[config.mk]
export PLATFORM = sky130hd
export DESIGN_NAME = vehicle_request_detector
export DESIGN_NICKNAME = d
export VERILOG_FILES = /design/src/rtl/traffic_pkg.sv /design/src/rtl/sensor_debounce.sv /design/src/rtl/vehicle_request_detector.sv
export SDC_FILE = /design/constraint.sdc
export NUM_CORES = 1
export LEC_CHECK = 0
export CAP_MARGIN = 40
export CORE_ASPECT_RATIO = 0.9
export CORE_MARGIN = 2
export CORE_UTILIZATION = 55
export CTS_CLUSTER_SIZE = 40
export DETAILED_ROUTE_END_ITERATION = 10
export GPL_ROUTABILITY_DRIVEN = 0
export GPL_TIMING_DRIVEN = 1
export PLACE_DENSITY = 0.86
export SYNTH_ARGS = -nofsm -noshare
export SYNTH_HDL_FRONTEND = slang
export SYNTH_SLANG_ARGS = --single-unit
[constraint.sdc]
create_clock -name clk -period 3.8 [get_ports clk]
set_input_delay 0.76 -clock clk [delete_from_list [all_inputs] [get_ports clk]]
set_output_delay 0.76 -clock clk [all_outputs]
set_load 0.03 [all_outputs]
[src/rtl/traffic_pkg.sv]
// Shared traffic-controller definitions: side-road lamp encodings and the
// vehicle request detector state enumeration.
package traffic_pkg;

   // One-hot lamp codes as seen on SideLights: {red, yellow, green}
   localparam logic [2:0] LIGHT_GREEN  = 3'b001;
   localparam logic [2:0] LIGHT_YELLOW = 3'b010;
   localparam logic [2:0] LIGHT_RED    = 3'b100;

   // Request detector states
   typedef enum logic [1:0] {
      IDLE   = 2'd0,
      REQ    = 2'd1,
      SERVED = 2'd2
   } det_state_e;

   // True only for an exact lamp code; yellow and any non-one-hot
   // pattern never match green or red, so they cause no transition.
   function automatic logic light_is(input logic [2:0] lights,
                                     input logic [2:0] code);
      return (lights == code);
   endfunction

endpackage

[src/rtl/sensor_debounce.sv]
// Two-flop synchroniser followed by a level debouncer. The debounced
// level only follows the synchronised input after it has disagreed for
// DEBOUNCE_CYCLES consecutive cycles; any shorter glitch is discarded.
// Written generically so a pedestrian push-button can reuse it.
module sensor_debounce #(
   parameter int DEBOUNCE_CYCLES = 16
) (
   input  logic clk,
   input  logic rst,
   input  logic sensor_raw,
   output logic deb
);

   localparam int CNT_W = (DEBOUNCE_CYCLES > 1) ? $clog2(DEBOUNCE_CYCLES) : 1;
   localparam logic [CNT_W-1:0] CNT_LAST = CNT_W'(DEBOUNCE_CYCLES - 1);

   logic             meta_q, meta_d;
   logic             sync_q, sync_d;
   logic             deb_q,  deb_d;
   logic [CNT_W-1:0] cnt_q,  cnt_d;

   // Next-state: shift the synchroniser, count disagreement, flip when
   // the disagreement has lasted long enough.
   always_comb begin
      meta_d = sensor_raw;
      sync_d = meta_q;
      deb_d  = deb_q;
      cnt_d  = '0;
      if (sync_q != deb_q) begin
         if (cnt_q == CNT_LAST) begin
            deb_d = sync_q;
         end else begin
            cnt_d = cnt_q + 1'b1;
         end
      end
   end

   // State registers, cleared asynchronously
   always_ff @(posedge clk or negedge rst) begin
      if (!rst) begin
         meta_q <= 1'b0;
         sync_q <= 1'b0;
         deb_q  <= 1'b0;
         cnt_q  <= '0;
      end else begin
         meta_q <= meta_d;
         sync_q <= sync_d;
         deb_q  <= deb_d;
         cnt_q  <= cnt_d;
      end
   end

   assign deb = deb_q;

endmodule

[src/rtl/vehicle_request_detector.sv]
// Side-road vehicle request detector. Debounces the loop sensor, latches
// a request (VehiclePresent) until the side road shows green, and reports
// how many cycles the request waited (saturating).
// Optional stuck-sensor detection is built when VEHICLE_STUCK_DETECT_EN is
// defined; otherwise SensorFault is tied low and no stuck counter exists.
module vehicle_request_detector
   import traffic_pkg::*;
#(
   parameter int DEBOUNCE_CYCLES = 16,
   parameter int WAIT_W          = 16,
   parameter int STUCK_CYCLES    = 100000
) (
   input  logic              clk,
   input  logic              rst,
   input  logic              SensorRaw,
   input  logic [2:0]        SideLights,
   output logic              VehiclePresent,
   output logic [WAIT_W-1:0] WaitCycles,
   output logic              SensorFault
);

   localparam logic [WAIT_W-1:0] WAIT_MAX = '1;

   logic deb;
   logic fault_d;

   det_state_e        state_q, state_d;
   logic              vp_q,    vp_d;
   logic [WAIT_W-1:0] wait_q,  wait_d;

   sensor_debounce #(
      .DEBOUNCE_CYCLES (DEBOUNCE_CYCLES)
   ) u_deb (
      .clk        (clk),
      .rst        (rst),
      .sensor_raw (SensorRaw),
      .deb        (deb)
   );

`ifdef VEHICLE_STUCK_DETECT_EN
   localparam int SC_W = $clog2(STUCK_CYCLES + 1);
   localparam logic [SC_W-1:0] SC_MAX  = SC_W'(STUCK_CYCLES);
   localparam logic [SC_W-1:0] SC_LAST = SC_W'(STUCK_CYCLES - 1);

   logic [SC_W-1:0] scnt_q, scnt_d;
   logic            fault_q;

   // Count continuous debounced-high cycles; the fault latches on the
   // STUCK_CYCLES-th one and drops as soon as the sensor reads low.
   always_comb begin
      scnt_d  = '0;
      fault_d = 1'b0;
      if (deb) begin
         scnt_d  = (scnt_q == SC_MAX) ? scnt_q : scnt_q + 1'b1;
         fault_d = fault_q | (scnt_q == SC_LAST);
      end
   end

   // Stuck-detect registers
   always_ff @(posedge clk or negedge rst) begin
      if (!rst) begin
         scnt_q  <= '0;
         fault_q <= 1'b0;
      end else begin
         scnt_q  <= scnt_d;
         fault_q <= fault_d;
      end
   end

   assign SensorFault = fault_q;
`else
   assign fault_d     = 1'b0;
   assign SensorFault = 1'b0;
`endif

   // Request FSM next-state plus wait counter; a fault pins the FSM in IDLE.
   always_comb begin
      state_d = state_q;
      wait_d  = wait_q;
      unique case (state_q)
         IDLE:    if (deb) state_d = REQ;
         REQ:     if (light_is(SideLights, LIGHT_GREEN)) state_d = SERVED;
         SERVED:  if (light_is(SideLights, LIGHT_RED)) state_d = deb ? REQ : IDLE;
         default: state_d = IDLE;
      endcase
      if (fault_d) state_d = IDLE;
      // Wait counter reloads on entry to REQ and saturates while waiting;
      // it holds across the exit edge so the last wait stays visible.
      if (state_d == REQ) begin
         if (state_q != REQ) begin
            wait_d = WAIT_W'(1);
         end else if (wait_q != WAIT_MAX) begin
            wait_d = wait_q + 1'b1;
         end
      end
      vp_d = (state_d == REQ);
   end

   // FSM state and registered outputs
   always_ff @(posedge clk or negedge rst) begin
      if (!rst) begin
         state_q <= IDLE;
         vp_q    <= 1'b0;
         wait_q  <= '0;
      end else begin
         state_q <= state_d;
         vp_q    <= vp_d;
         wait_q  <= wait_d;
      end
   end

   assign VehiclePresent = vp_q;
   assign WaitCycles     = wait_q;

endmodule
==> report_table.html <==
<table>
<tr><th>Metric</th><th>Value</th></tr>
<tr><th colspan="2">Worst setup path</th></tr>
<tr><td>Crit path to</td><td>WaitCycles[5]</td></tr>
<tr><td>Data required time of the critical path</td><td>4050 ps</td></tr>
<tr><td>Worst Reg-to-Reg Cells</td><td>5</td></tr>
<tr><td>Element type at the critical path start</td><td>input port</td></tr>
<tr><td>Combined buffer and inverter count along the critical path</td><td>1</td></tr>
<tr><td>Highest net fanout along the worst path</td><td>17</td></tr>
<tr><td>Number of logic stages on the critical path including buffering</td><td>6</td></tr>
<tr><td>Largest delay share family, worst path</td><td>compound AO/OA/AOI/OAI gates</td></tr>
<tr><td>Cell with the largest stage delay on the worst path</td><td>clkdlybuf4s50_1</td></tr>
<tr><td>Slowest stage delay, CP</td><td>510 ps</td></tr>
<tr><td>Crit-path cells</td><td>clkdlybuf4s50_1 &gt; or3b_4 &gt; a211oi_4 &gt; o22ai_4 &gt; or3_1 &gt; a21oi_1</td></tr>
<tr><td>Setup slack of the most critical reg-to-reg path</td><td>1580 ps</td></tr>
<tr><td>Arrival time reported for the critical path endpoint</td><td>2930 ps</td></tr>
<tr><td>Worst flop-to-flop path startpoint</td><td>WaitCycles[0]</td></tr>
<tr><td>Worst setup path start</td><td>SideLights[2]</td></tr>
<tr><td>Endpoint class of the critical path</td><td>flop</td></tr>
<tr><td>Setup Crit Path Kind</td><td>in2reg</td></tr>
<tr><td>Worst r2r dst</td><td>WaitCycles[2]</td></tr>
<tr><th colspan="2">Clocking</th></tr>
<tr><td>Setup fix buffers added after clock tree synthesis</td><td>0</td></tr>
<tr><td>Clock latency reported for the late side of the worst-skew pair</td><td>310 ps</td></tr>
<tr><td>Buffer depth of the longest clock path</td><td>2</td></tr>
<tr><td>Cts repair resizes</td><td>0</td></tr>
<tr><td>Hold buffer count at CTS</td><td>0</td></tr>
<tr><td>Clock input transition at the sequential cells of the worst setup and hold paths</td><td>140 ps</td></tr>
<tr><td>TritonCTS buffer count</td><td>3</td></tr>
<tr><td>Number of H-tree levels</td><td>1</td></tr>
<tr><td>Total clock sinks</td><td>26</td></tr>
<tr><td>Clock root cell</td><td>clkbuf_4</td></tr>
<tr><td>CTS tree</td><td>done</td></tr>
<tr><th colspan="2">Power</th></tr>
<tr><td>VDD IR-drop max</td><td>0.2804 mV</td></tr>
<tr><td>Cell area power density</td><td>348.2 mW/mm^2</td></tr>
<tr><td>Static leakage</td><td>0.6855 nW</td></tr>
<tr><td>Final Power</td><td>564.2 uW</td></tr>
<tr><th colspan="2">Die</th></tr>
<tr><td>Placement Rows</td><td>16</td></tr>
<tr><td>Die H</td><td>50.72 um</td></tr>
<tr><td>Area of the core</td><td>0.002242 sq mm</td></tr>
<tr><td>Chip width</td><td>55.91 um</td></tr>
<tr><td>Number of top-level design ports</td><td>24</td></tr>
<tr><td>Die area</td><td>0.002835 sq mm</td></tr>
<tr><td>Initial core utilization</td><td>59.49%</td></tr>
<tr><th colspan="2">GRT</th></tr>
<tr><td>Vias in the first global route</td><td>1143</td></tr>
<tr><td>Initial antenna violation count</td><td>0</td></tr>
<tr><td>All-Layer GR Usage</td><td>22.54%</td></tr>
<tr><td>Sum of overflow across all layers after global routing</td><td>0</td></tr>
<tr><td>First-pass GRT wire length</td><td>5.009 mm</td></tr>
<tr><td>Pin count of the biggest net entering global routing</td><td>20</td></tr>
<tr><th colspan="2">Final layout</th></tr>
<tr><td>Area overhead of the layout relative to synthesis</td><td>21.48%</td></tr>
<tr><td>Diodes inserted</td><td>0</td></tr>
<tr><td># fillers</td><td>180</td></tr>
<tr><td>Finished Layout Cells</td><td>188</td></tr>
<tr><td>Ratio of cells with drive above 1 in the final layout</td><td>6.211%</td></tr>
<tr><td>Final design instance area without fill</td><td>0.001620 sq mm</td></tr>
<tr><td>Layout Nets</td><td>170</td></tr>
<tr><th colspan="2">Timing</th></tr>
<tr><td>Total count of hold-check failures in the final report</td><td>0</td></tr>
<tr><td>Min Clock Period, post-route</td><td>2677 ps</td></tr>
<tr><td>Setup ws final</td><td>1123 ps</td></tr>
<tr><td>Fmax</td><td>373.6 MHz</td></tr>
<tr><td>Slew at the pin closest to its max-slew limit</td><td>602.7 ps</td></tr>
<tr><td>Final setup skew</td><td>1.517 ps</td></tr>
<tr><td>Max-slew violation total from the final report</td><td>0</td></tr>
<tr><td>Final setup violating endpoints</td><td>0</td></tr>
<tr><td>Setup Total Neg Slack</td><td>0 ps</td></tr>
<tr><td>Slew HR</td><td>59.55%</td></tr>
<tr><td>Unrepaired setup endpoints after global routing</td><td>false</td></tr>
<tr><td>Ratio of final minimum period to clock period</td><td>70.43%</td></tr>
<tr><th colspan="2">Route</th></tr>
<tr><td>Iteration-0 DRC Markers</td><td>23</td></tr>
<tr><td>Routed wirelength normalized by instance count</td><td>15.52 um</td></tr>
<tr><td>DRT Wirelength</td><td>2.918 mm</td></tr>
<tr><td>Met1 WL</td><td>1.354 mm</td></tr>
<tr><td>Top routing layer in use</td><td>met4</td></tr>
<tr><td>Router iterations before antenna repair</td><td>4</td></tr>
<tr><td>Vias after detailed routing</td><td>1132</td></tr>
<tr><td>Number of nets still failing antenna checks after routing</td><td>0</td></tr>
<tr><td>DRC violation count after routing</td><td>0</td></tr>
<tr><td>Number of vias per cell</td><td>6.021</td></tr>
<tr><td>DR WL met3</td><td>116 um</td></tr>
<tr><td>Sum of met2 wire segment lengths after detailed routing</td><td>1.431 mm</td></tr>
<tr><th colspan="2">Outcome</th></tr>
<tr><td>Run status</td><td>finished clean</td></tr>
<tr><th colspan="2">Logic synthesis</th></tr>
<tr><td>Syn_area_per_cell</td><td>9.665 sq um</td></tr>
<tr><td>Number of enable-type register cells in the synthesized netlist</td><td>0</td></tr>
<tr><td>Leading cell type by number of instances after synthesis</td><td>dfrtp_1</td></tr>
<tr><td>Number of nets produced by synthesis</td><td>146</td></tr>
<tr><td>Largest area contributor in the netlist</td><td>dfrtp_1</td></tr>
<tr><td>Cell types with the highest counts after synthesis</td><td>dfrtp_1, o21ai_0, a21oi_1</td></tr>
<tr><td>Yosys reg bits</td><td>26</td></tr>
<tr><td>Part of the Yosys area used for sequential elements</td><td>48.78%</td></tr>
<tr><td>Main flop type after synthesis</td><td>dfrtp_1</td></tr>
<tr><td>Cell types occupying the most area after synthesis</td><td>dfrtp_1, o21ai_0, a21oi_1</td></tr>
<tr><td>Cells after synthesis</td><td>138</td></tr>
<tr><td>Synth Warn #</td><td>0</td></tr>
<tr><td>Distinct cell type count of the synthesized netlist</td><td>35</td></tr>
<tr><td>Synth Cell Area</td><td>0.001334 sq mm</td></tr>
<tr><td>Share of the synthesized area in the top cell type</td><td>48.78%</td></tr>
<tr><td>Post-synthesis async set-or-reset flop share</td><td>100.0%</td></tr>
<tr><th colspan="2">Placement</th></tr>
<tr><td>Number of input and output port buffers inserted</td><td>22</td></tr>
<tr><td>Setup slack after placement</td><td>803.2 ps</td></tr>
<tr><td>Placed standard-cell area</td><td>0.001584 sq mm</td></tr>
<tr><td>Cell Count Post-Placement</td><td>184</td></tr>
<tr><td>Placed wire-length estimate</td><td>2.170 mm</td></tr>
<tr><th colspan="2">Worst hold path</th></tr>
<tr><td>Path type of the worst min-delay path</td><td>reg2reg</td></tr>
<tr><th colspan="2">Run</th></tr>
<tr><td>Max-cap viol count</td><td>0</td></tr>
</table>
-- worst min path at each step --
stage / endpoint / depth (start not counted) / start / slack [ps]
2_1_floorplan: u_deb.sync_q / 0 / u_deb.meta_q / 330
3_3_place_gp: u_deb.sync_q / 0 / u_deb.meta_q / 330
3_5_place_dp: u_deb.sync_q / 0 / u_deb.meta_q / 340
4_1_cts: u_deb.sync_q / 0 / u_deb.meta_q / 370
5_1_grt: u_deb.sync_q / 0 / u_deb.meta_q / 370
6_report: u_deb.sync_q / 0 / u_deb.meta_q / 370
-- cell usage in the layout, fill, tap and decap left out, drive strengths merged, types with 2 or more instances in the layout --
cell / netlist / layout
or3: 4 / 4
o31ai: 5 / 5
nand2: 12 / 12
ha: 2 / 2
and3: 5 / 5
dfrtp: 26 / 26
a21o: 2 / 2
and2: 2 / 2
and4: 2 / 2
nand3: 7 / 7
nor2b: 3 / 3
a21oi: 13 / 13
clkbuf: 3 / 4
inv: 6 / 6
clkdlybuf4s50: 0 / 22
nand2b: 2 / 2
nor2: 6 / 6
o21ai: 17 / 17
a211oi: 2 / 2
xnor2: 4 / 4
nand4: 2 / 2
-- state kept, by name, indices dropped and copies added, names as in the netlist --
register / count
VehiclePresent: 1
WaitCycles: 16
state_q: 2
u_deb.cnt_q: 4
u_deb.deb: 1
u_deb.meta_q: 1
u_deb.sync_q: 1
-- stage by stage --
step | util (%) | hold slack (ps)
floorplan | - | 331.2
global placement | 69.98 | 333.4
detailed placement | 70.65 | 335.5
CTS | 72.27 | 366.3
global route | 72.27 | 369.2
finish | 72.27 | 365.5
-- logic make-up (layout without fill, tap and decap cells) --
| kind of cell | Yosys count | count (layout) | synth area share [%] |
|---|---|---|---|
| DFF | 26 | 26 | 48.78 |
| muxes | 1 | 1 | 0.8442 |
| and+or+nand+nor | 48 | 48 | 19.51 |
| xor gates and xnor gates | 4 | 4 | 2.626 |
| other | 1 | 1 | 0.2812 |
| AOI/OAI and AO/OA | 46 | 46 | 22.98 |
| buffers and inverters | 10 | 33 | 3.096 |
| adders and majority gates | 2 | 2 | 1.876 |
-- routing by layer --
| metal | vias up | global-route usage, % |
|---|---|---|
| li1 | 546 | - |
| met1 | 554 | 28.31 |
| met2 | 30 | 40.87 |
| met3 | 2 | 3.093 |
| met4 | 0 | 6.349 |
| met5 | - | 0 |
-- layout make-up --
type	instances	area (sq um)	area share, %
Clock buffer	4	36.28	2.239
Inverter	6	22.52	1.390
Multi-Input combinational cell	102	641.9	39.61
Sequential cell	26	650.6	40.15
Tap cell	27	33.78	2.085
Timing Repair Buffer	23	235.2	14.52
-- report_power, final --
part,total [mW],internal (mW),switching (mW)
Sequential,0.321,0.295,0.0252
Combinational,0.105,0.0455,0.0596
Clock,0.138,0.0586,0.0799
Power figures use the tool's default switching activity.
